--- src/rtl/fp32_pkg.sv ---
// rtl/fp32_pkg.sv - shared field widths, IEEE constants and FSM states for the fp32 divider
package fp32_pkg;

  localparam int EXP_W     = 8;
  localparam int FRAC_W    = 23;
  localparam int BIAS      = 127;
  localparam int DIV_STEPS = 26;

  localparam logic [31:0] QNAN      = 32'h7FC0_0000;
  localparam logic [31:0] POS_INF   = 32'h7F80_0000;
  localparam logic [31:0] QUIET_BIT = 32'h0040_0000;

  typedef enum logic [1:0] {
    IDLE,
    DIV,
    ROUND,
    DONE
  } state_t;

endpackage

--- src/rtl/fp32_classify.sv ---
// rtl/fp32_classify.sv - combinational operand decode: zero/inf/nan, sign, exponent, significand
module fp32_classify
  import fp32_pkg::*;
(
  input  logic [31:0]       x,
  output logic              is_zero,
  output logic              is_inf,
  output logic              is_nan,
  output logic              sign,
  output logic [EXP_W-1:0]  exp_f,
  output logic [FRAC_W:0]   sig
);

  // Exponent 0 is treated as zero, so subnormals are flushed here.
  always_comb begin
    sign    = x[31];
    exp_f   = x[30:23];
    is_zero = (x[30:23] == '0);
    is_inf  = (x[30:23] == '1) && (x[22:0] == '0);
    is_nan  = (x[30:23] == '1) && (x[22:0] != '0);
    sig     = is_zero ? '0 : {1'b1, x[22:0]};
  end

endmodule

--- src/rtl/fp32_divider.sv ---
// rtl/fp32_divider.sv - fp32 divider: restoring radix-2, RNE rounding, valid/ready handshake
// Optional: FP32_DIV_DBZ_EN adds the Div_By_Zero output for nonzero-finite/0.
module fp32_divider
  import fp32_pkg::*;
(
  input  logic        clk,
  input  logic        rst_n,
  input  logic [31:0] A,
  input  logic [31:0] B,
  input  logic        in_valid,
  output logic        in_ready,
  output logic [31:0] Out,
  output logic        out_valid,
  input  logic        out_ready,
  output logic        Invalid_Num
`ifdef FP32_DIV_DBZ_EN
  , output logic      Div_By_Zero
`endif
);

  state_t             state, state_nxt;
  logic [4:0]         cnt;
  logic [23:0]        div_d;
  logic [24:0]        rem;
  logic [25:0]        quo;
  logic signed [9:0]  exp_r;
  logic               sign_r;

  logic               ca_zero, ca_inf, ca_nan, ca_sign;
  logic               cb_zero, cb_inf, cb_nan, cb_sign;
  logic [EXP_W-1:0]   ca_exp, cb_exp;
  logic [FRAC_W:0]    ca_sig, cb_sig;

  fp32_classify u_cls_a (
    .x(A), .is_zero(ca_zero), .is_inf(ca_inf), .is_nan(ca_nan),
    .sign(ca_sign), .exp_f(ca_exp), .sig(ca_sig)
  );

  fp32_classify u_cls_b (
    .x(B), .is_zero(cb_zero), .is_inf(cb_inf), .is_nan(cb_nan),
    .sign(cb_sign), .exp_f(cb_exp), .sig(cb_sig)
  );

  assign in_ready = (state == IDLE);

  logic        res_sign;
  logic        spec_hit;
  logic [31:0] spec_out;
  logic        spec_inv;
`ifdef FP32_DIV_DBZ_EN
  logic        spec_dbz;
`endif

  // Special operands resolved straight from the live inputs, in priority order.
  always_comb begin
    res_sign = ca_sign ^ cb_sign;
    spec_hit = 1'b1;
    spec_out = '0;
    spec_inv = 1'b0;
`ifdef FP32_DIV_DBZ_EN
    spec_dbz = 1'b0;
`endif
    if (ca_nan) begin
      spec_out = A | QUIET_BIT;
      spec_inv = 1'b1;
    end else if (cb_nan) begin
      spec_out = B | QUIET_BIT;
      spec_inv = 1'b1;
    end else if ((ca_zero && cb_zero) || (ca_inf && cb_inf)) begin
      spec_out = QNAN;
      spec_inv = 1'b1;
    end else if (ca_inf) begin
      spec_out = {res_sign, POS_INF[30:0]};
      spec_inv = 1'b1;
    end else if (cb_inf) begin
      spec_out = {res_sign, 31'b0};
      spec_inv = 1'b1;
    end else if (ca_zero) begin
      spec_out = {res_sign, 31'b0};
    end else if (cb_zero) begin
      spec_out = {res_sign, POS_INF[30:0]};
`ifdef FP32_DIV_DBZ_EN
      spec_dbz = 1'b1;
`else
      spec_inv = 1'b1;
`endif
    end else begin
      spec_hit = 1'b0;
    end
  end

  logic        q_bit;
  logic [23:0] rem_sub;

  // One restoring step: subtract the divisor when it fits, keep the remainder otherwise.
  always_comb begin
    q_bit   = (rem >= {1'b0, div_d});
    rem_sub = q_bit ? 24'(rem - {1'b0, div_d}) : rem[23:0];
  end

  logic              norm, guard, sticky, round_up;
  logic [23:0]       mant;
  logic [24:0]       mant_rnd;
  logic signed [9:0] exp_fin;
  logic [31:0]       rnd_out;

  // Normalize the 26-bit quotient, round to nearest even, then saturate or flush.
  always_comb begin
    norm     = quo[25];
    mant     = norm ? quo[25:2] : quo[24:1];
    guard    = norm ? quo[1] : quo[0];
    sticky   = (norm & quo[0]) | (rem != '0);
    round_up = guard & (sticky | mant[0]);
    mant_rnd = {1'b0, mant} + {24'b0, round_up};
    exp_fin  = exp_r - {9'b0, ~norm} + {9'b0, mant_rnd[24]};
    rnd_out  = {sign_r, exp_fin[7:0], mant_rnd[24] ? mant_rnd[23:1] : mant_rnd[22:0]};
    if (exp_fin >= 10'sd255) begin
      rnd_out = {sign_r, POS_INF[30:0]};
    end else if (exp_fin <= 10'sd0) begin
      rnd_out = {sign_r, 31'b0};
    end
  end

  // State register.
  always_ff @(posedge clk or negedge rst_n) begin
    if (!rst_n) state <= IDLE;
    else        state <= state_nxt;
  end

  // Next-state: specials skip straight to DONE, normal operands divide then round.
  always_comb begin
    state_nxt = state;
    case (state)
      IDLE:    if (in_valid) state_nxt = spec_hit ? DONE : DIV;
      DIV:     if (cnt == 5'(DIV_STEPS - 1)) state_nxt = ROUND;
      ROUND:   state_nxt = DONE;
      DONE:    if (out_valid && out_ready) state_nxt = IDLE;
      default: state_nxt = IDLE;
    endcase
  end

  // Datapath and result registers; Out and flags only change when a new result lands.
  always_ff @(posedge clk or negedge rst_n) begin
    if (!rst_n) begin
      cnt         <= '0;
      div_d       <= '0;
      rem         <= '0;
      quo         <= '0;
      exp_r       <= '0;
      sign_r      <= 1'b0;
      Out         <= '0;
      out_valid   <= 1'b0;
      Invalid_Num <= 1'b0;
`ifdef FP32_DIV_DBZ_EN
      Div_By_Zero <= 1'b0;
`endif
    end else begin
      case (state)
        IDLE: begin
          if (in_valid) begin
            sign_r <= res_sign;
            exp_r  <= {2'b00, ca_exp} - {2'b00, cb_exp} + 10'(BIAS);
            rem    <= {1'b0, ca_sig};
            div_d  <= cb_sig;
            quo    <= '0;
            cnt    <= '0;
            if (spec_hit) begin
              Out         <= spec_out;
              Invalid_Num <= spec_inv;
`ifdef FP32_DIV_DBZ_EN
              Div_By_Zero <= spec_dbz;
`endif
            end
          end
        end
        DIV: begin
          rem <= {rem_sub, 1'b0};
          quo <= {quo[24:0], q_bit};
          cnt <= cnt + 5'd1;
        end
        ROUND: begin
          Out         <= rnd_out;
          Invalid_Num <= 1'b0;
`ifdef FP32_DIV_DBZ_EN
          Div_By_Zero <= 1'b0;
`endif
        end
        DONE: begin
          if (!out_valid)     out_valid <= 1'b1;
          else if (out_ready) out_valid <= 1'b0;
        end
        default: ;
      endcase
    end
  end

endmodule

--- config.mk ---
export PLATFORM = sky130hd
export DESIGN_NAME = fp32_divider
export DESIGN_NICKNAME = d
export VERILOG_FILES = /design/src/rtl/fp32_pkg.sv /design/src/rtl/fp32_classify.sv /design/src/rtl/fp32_divider.sv
export SDC_FILE = /design/constraint.sdc
export NUM_CORES = 1
export LEC_CHECK = 0
export CAP_MARGIN = 20
export CELL_PAD_IN_SITES_DETAIL_PLACEMENT = 1
export CELL_PAD_IN_SITES_GLOBAL_PLACEMENT = 1
export CORE_MARGIN = 8
export CORE_UTILIZATION = 43
export CTS_CLUSTER_SIZE = 14
export DETAILED_ROUTE_END_ITERATION = 10
export GPL_ROUTABILITY_DRIVEN = 0
export PLACE_DENSITY = 0.88
export SLEW_MARGIN = 15
export SYNTH_ARGS = -nofsm -noshare
export SYNTH_HDL_FRONTEND = slang
export SYNTH_SLANG_ARGS = --single-unit
--- constraint.sdc ---
create_clock -name clk -period 8.62 [get_ports clk]
set_input_delay 1.724 -clock clk [delete_from_list [all_inputs] [get_ports clk]]
set_output_delay 1.724 -clock clk [all_outputs]
set_load 0.005 [all_outputs]
Word level (Yosys, flattened, before mapping)

Cells that the tools add are included.

Bits in registers: 127
Latch bits: 0
Bits in writable memories: 0
ROM bits: 0
Input bits: 68
Memories kept: 0

Add/subtract/negate cells: 7
Multipliers: 0
Div/mod/pow operators: 0
Order comparisons: 3
Equality and inequality tests: 10
Shift operators: 0
Mux-type cells: 47
Bitwise logic cells: 6
Reduce and logical (&&, ||, !) cells: 22

Operator list:

| kind                                                 | count |
|---|---|
| two-way mux 32 bit                                   | 9 |
| two-way mux 24 bit                                   | 4 |
| case mux 32 bit (2 select lines)                     | 1 |
| two-way mux 31 bit                                   | 2 |
| case mux 26 bit (2 select lines)                     | 1 |
| case mux 25 bit (2 select lines)                     | 1 |
| logical NOT 23 bit                                   | 2 |
| nonzero test 23 bit                                  | 2 |
| two-way mux 26 bit                                   | 1 |
| adder 24 x 1 -> 25 bit                               | 1 |
| >= comparator 25 x 24 -> 1 bit                       | 1 |
| two-way mux 25 bit                                   | 1 |
| nonzero test 25 bit                                  | 1 |
| subtractor 24 bit                                    | 1 |
| two-way mux 23 bit                                   | 1 |
| two-way mux 1 bit                                    | 18 |
| == test 8 bit, second input constant                 | 2 |
| logical NOT 8 bit                                    | 2 |
| adder 10 x 1 -> 10 bit                               | 1 |
| adder 9 x 8 -> 10 bit, second input constant         | 1 |
| >= comparator 10 x 9 -> 1 bit, second input constant | 1 |
| <= comparator 10 x 1 -> 1 bit, second input constant | 1 |
| case mux 5 bit (2 select lines)                      | 1 |
| subtractor 10 x 1 -> 10 bit                          | 1 |
| 21 further kinds                                     | 38 |

Longest topological paths before layout

Depth in word-level cells: 11
Gate-level depth with buffers: 28
Gate-level depth less buffers: 21

Cells and area by module

A second synthesis with hierarchy kept.

Cells, all modules: 1157
Area total of the unflattened synthesis: 9894.5 µm²

By module, submodules not included:

| module        | times used | cells each | area an instance (µm²) |
|---|---|---|---|
| fp32_divider  | 1          | 1055       | 9251.4 |
| fp32_classify | 2          | 51         | 321.6 |

Worst setup path after synthesis

No wires, ideal clock.

Kind: reg2reg
Start: register quo[25]
End: register Out[12]
Setup time: 0.066 ns
Arrival: 5.909 ns
Required time: 8.554 ns
Path slack: 2.645 ns
Stages on the path, launching flop included: 29
Buffers on the path: 7
Clock period less this slack: 5.975 ns
Cell sequence: dfrtp_1 buf_2 buf_1 clkbuf_1 clkbuf_1 nand2_1 a21oi_1 ha_1 nand3_1 nor3_1 and3_1 clkbuf_1 nand2_1 clkbuf_1 ha_1 inv_1 ha_1 inv_1 fa_1 nor2b_1 o21ai_1 nor2b_1 xnor2_1 nor4_1 a311o_1 or3b_4 o21ba_1 buf_4 a221o_1

Cells in the longest elaborated chain, start to end: 10

RTL lines:

| element                              | RTL line            | RTL |
|---|---|---|
| from (decl)                          | fp32_divider.sv:25  | `logic [25:0] quo;` |
| from (signal assigned)               | fp32_divider.sv:178 | `quo <= {quo[24:0], q_bit};` |
| bitwise AND 1 bit                    | fp32_divider.sv:112 | `sticky = (norm & quo[0]) \| (rem != '0);` |
| bitwise OR 1 bit                     | fp32_divider.sv:112 |  |
| bitwise OR 1 bit                     | fp32_divider.sv:113 | `round_up = guard & (sticky \| mant[0]);` |
| bitwise AND 1 bit                    | fp32_divider.sv:113 |  |
| adder 24 x 1 -> 25 bit               | fp32_divider.sv:114 | `mant_rnd = {1'b0, mant} + {24'b0, round_up};` |
| adder 10 x 1 -> 10 bit               | fp32_divider.sv:115 | `exp_fin = exp_r - {9'b0, ~norm} + {9'b0, mant_rnd[24]};` |
| <= comparator 10 x 1 -> 1 bit        | fp32_divider.sv:119 | `end else if (exp_fin <= 10'sd0) begin` |
| two-way mux 31 bit                   | fp32_divider.sv:119 |  |
| two-way mux 31 bit (*)               | fp32_divider.sv:117 | `if (exp_fin >= 10'sd255) begin` |
| case mux 32 bit (2 select lines) (*) | fp32_divider.sv:158 | `case (state)` |
| to (signal assigned)                 | fp32_divider.sv:168 | `Out <= spec_out;` |
| to (signal assigned)                 | fp32_divider.sv:182 | `Out <= rnd_out;` |
| to (decl)                            | fp32_divider.sv:12  | `output logic [31:0] Out,` |

Mark *: on every way between the ends. The rest lies on a longest branch, timed or not.
A chain may end at the register's enable or synchronous reset.

Worst setup path in the final report

Start: register quo[25]
End: register Out[15]

Same word-level chain as after synthesis.

==> results.yml <==
status:
  status: "complete, no violations"
clock_tree:
  post_cts_buffers: 0
  cts.sinks: 127
  cts_tree: "yes"
  cts_root_buffer: "clkbuf_16"
  hold_buffers: 0
  clk_pin_slew_ps: 60
  clk_latency_ps: 430
  cts_buffers: 17
  cts_resized: 0
  cts-htree-levels: 4
  clockBufferDepth: 2
sta:
  period_share_pct: 71.5
  hold_violations: 0
  slew_violations: 0
  fmax_mhz: 162
  setup_viol: 0
  tns_ps: 0
  relSlewSlack_pct: 24.4
  grt_setup_unrepaired: "no"
  fin_crit_ps: 6170
  skew_ps: 8.42
  worst_pin_slew_ps: 1130
synthesis:
  yosys.area_share.simple_pct: 21.9
  yosysSeqAreaShare_pct: 33.7
  synthCells: 1159
  synth_xor_area_share_pct: 6.70
  yosysWarningCount: 0
  yosysTopAreaCell: "dfrtp_1"
  syn_nets: 1280
  synth_mux_area_share_pct: 4.37
  ys.flop_type: "dfrtp_1"
  synth_edf_count: 0
  netlist_area_sq_mm: 0.00942
  synthDistinctLibCells: 70
  synthTopCellsByArea: "dfrtp_1 34%, ha_1 6.6%, nand2_1 6.3%"
  synth.ff_latch_count: 127
  synth_top_family_by_area: "simple AND/OR/NAND/NOR gates"
  async_flop_share_pct: 100
  avgSynthCellArea_sq_um: 8.12
  synth_top_area_share_pct: 33.7
  yosys.area_share.adder_pct: 7.28
  synth_compound_area_share_pct: 20.3
cells_and_area:
  n_antenna_cell: 0
  multi_input_area_sq_mm: 0.00575
  nNetsFinal: 1338
  area_growth_pct: 19.7
  final_layout_size_suffix_gt1_share_pct: 5.28
  design_area_sq_mm: 0.0113
  regArea_sq_mm: 0.00318
  nFillCells: 2561
  fin_cells: 1510
critical_path:
  cp_data_required_time_ps: 8980
  crit_fanout: 43
  reg2reg_depth: 21
  crit_type: "flop to flop"
  crit_arrival_ps: 6530
  critPathCaptureType: "flop"
  start_kind: "flop"
die:
  io_pins: 103
  die-area_sq_mm: 0.0269
  start_util_pct: 43.4
  coreArea_sq_mm: 0.0217
  dieWidth_um: 164
  num_rows: 54
  die-height_um: 164
route:
  first_iter_violations: 727
  via_per_inst: 6.36
  drc_errors: 0
  drt_first_pass_iters: 5
  wire_per_inst_um: 23.2
  ant_nets: 0
  totalWireLength_mm: 35.0
  vias: 9604
power_and_ir_drop:
  p_leak_nw: 4.70
  p_total_mw: 4.21
  vdd_ir_drop_max_mv: 0.171
  power.density_mw_per_mm2: 374
hold_path:
  min_path_type: "flop to flop"
  hold_depth: 2
placed_design:
  dp_cells: 1478
  placed_area_sq_mm: 0.0106
  hpwl_mm: 24.6
  portBuffers: 102
grt:
  grt_remaining_overflow: 0
  gr-usage-all-layers_pct: 26.6
  antenna_found_initial: 0
  grt_pass1_wl_mm: 56.5
  grt_max_degree: 74
  grt_pass1_vias: 10214
run:
  maxCapViolCount: 0
power by group:
part	total (mW)	internal [mW]	switching, mW
sequential	0.919	0.769	0.150
clock	0.820	0.535	0.285
combinational	2.47	0.911	1.56
cells in the mapped netlist (all sizes together), types with 10 or more instances:
library cell	instances
clkbuf	58
xnor2	39
o21a	12
nand2	157
xor2	33
nand3	51
nor4	22
o21ai	66
nand4	22
nor2	95
buf	14
dfrtp	127
o22ai	32
a221o	19
inv	66
ha	50
mux2i	31
nor2b	10
a221oi	11
nor3	39
a21oi	59
o211ai	18
per-stage QoR:
stage | setup WS, ps | util [%] | hold slack [ps]
4_1_cts | 2520 | 52.0 | 495
5_1_grt | 2000 | 52.0 | 554
3_5_place_dp | 2690 | 48.9 | 471
3_3_place_gp | 2950 | 48.9 | 463
6_report | 2450 | 52.0 | 503
2_1_floorplan | 2640 | - | 450
kinds of logic (layout without fill, tap and decap cells):
| family | count (synthesis) | count (layout) |
|---|---|---|
| simple gates | 441 | 441 |
| compound gates | 288 | 288 |
| buf+inv | 138 | 209 |
| flops | 127 | 127 |
| xor+xnor | 72 | 72 |
| fa+ha+maj | 53 | 53 |
| mux | 40 | 40 |
layout by cell type (no fill, tap or decap), types with 10 or more instances in the layout:
cell type / synthesis / final
a21oi_1: 58 / 57
a221o_1: 19 / 19
a221oi_1: 11 / 11
clkbuf_16: 0 / 17
clkdlybuf4s50_1: 0 / 101
dfrtp_1: 127 / 127
ha_1: 50 / 49
inv_1: 64 / 64
mux2i_1: 31 / 31
nand2_1: 157 / 157
nand3_1: 51 / 51
nand4_1: 22 / 22
nor2_1: 92 / 91
nor2b_1: 10 / 10
nor3_1: 38 / 38
nor4_1: 22 / 22
o211ai_1: 18 / 18
o21a_1: 12 / 12
o21ai_0: 42 / 42
o21ai_1: 24 / 22
o22ai_1: 32 / 32
xnor2_1: 39 / 39
xor2_1: 33 / 33
worst max-delay path: stages (launching register included):
cell     delay, ps
dfrtp_1        440
buf_4          460
mux2_2         260
ha_1           210
nand3_1        240
nor3_1         450
and3_1         390
nand2_1        330
ha_1           400
inv_1           60
ha_1           150
inv_1           50
fa_1           390
nor2b_1        130
o21ai_1         90
nor2b_1        180
xnor2_1        200
nor4_1         100
a311o_1        360
or3b_4         460
a21oi_2        460
a221o_1        250
final timing paths:
| check | start | endpoint | slack, ps |
|---|---|---|---|
| max | quo[25] | Out[15] | 2450 |
| min | sign_r | sign_r | 500 |
| max reg2reg | quo[25] | Out[15] | 2450 |
| min reg2reg | sign_r | sign_r | 500 |
| max in group asynchronous | rst_n | quo[9] | 5980 |
| min in group asynchronous | rst_n | div_d[14] | 1230 |
layout make-up:
cell class / count / area share, %
clock buffers: 22 / 4.21
clock inverters: 10 / 1.62
multi-input cells: 894 / 51.0
flip-flops and latches: 127 / 28.2
repair buffers: 111 / 9.67
inverters: 66 / 2.20
well taps: 280 / 3.11
state kept, by name, summed over array words and instances (netlist names), 2 cells and up:
| name | cells |
|---|---|
| rem | 25 |
| div_d | 24 |
| exp_r | 10 |
| Out | 32 |
| state | 2 |
| cnt | 5 |
| quo | 26 |
layer usage:
layer / wire, um / GRT usage (%)
met5: 0 / 0
met4: 1820 / 14.5
met3: 2480 / 5.09
met2: 16200 / 43.4
met1: 14500 / 32.8
No activity file was read; power rests on OpenSTA's default activity.
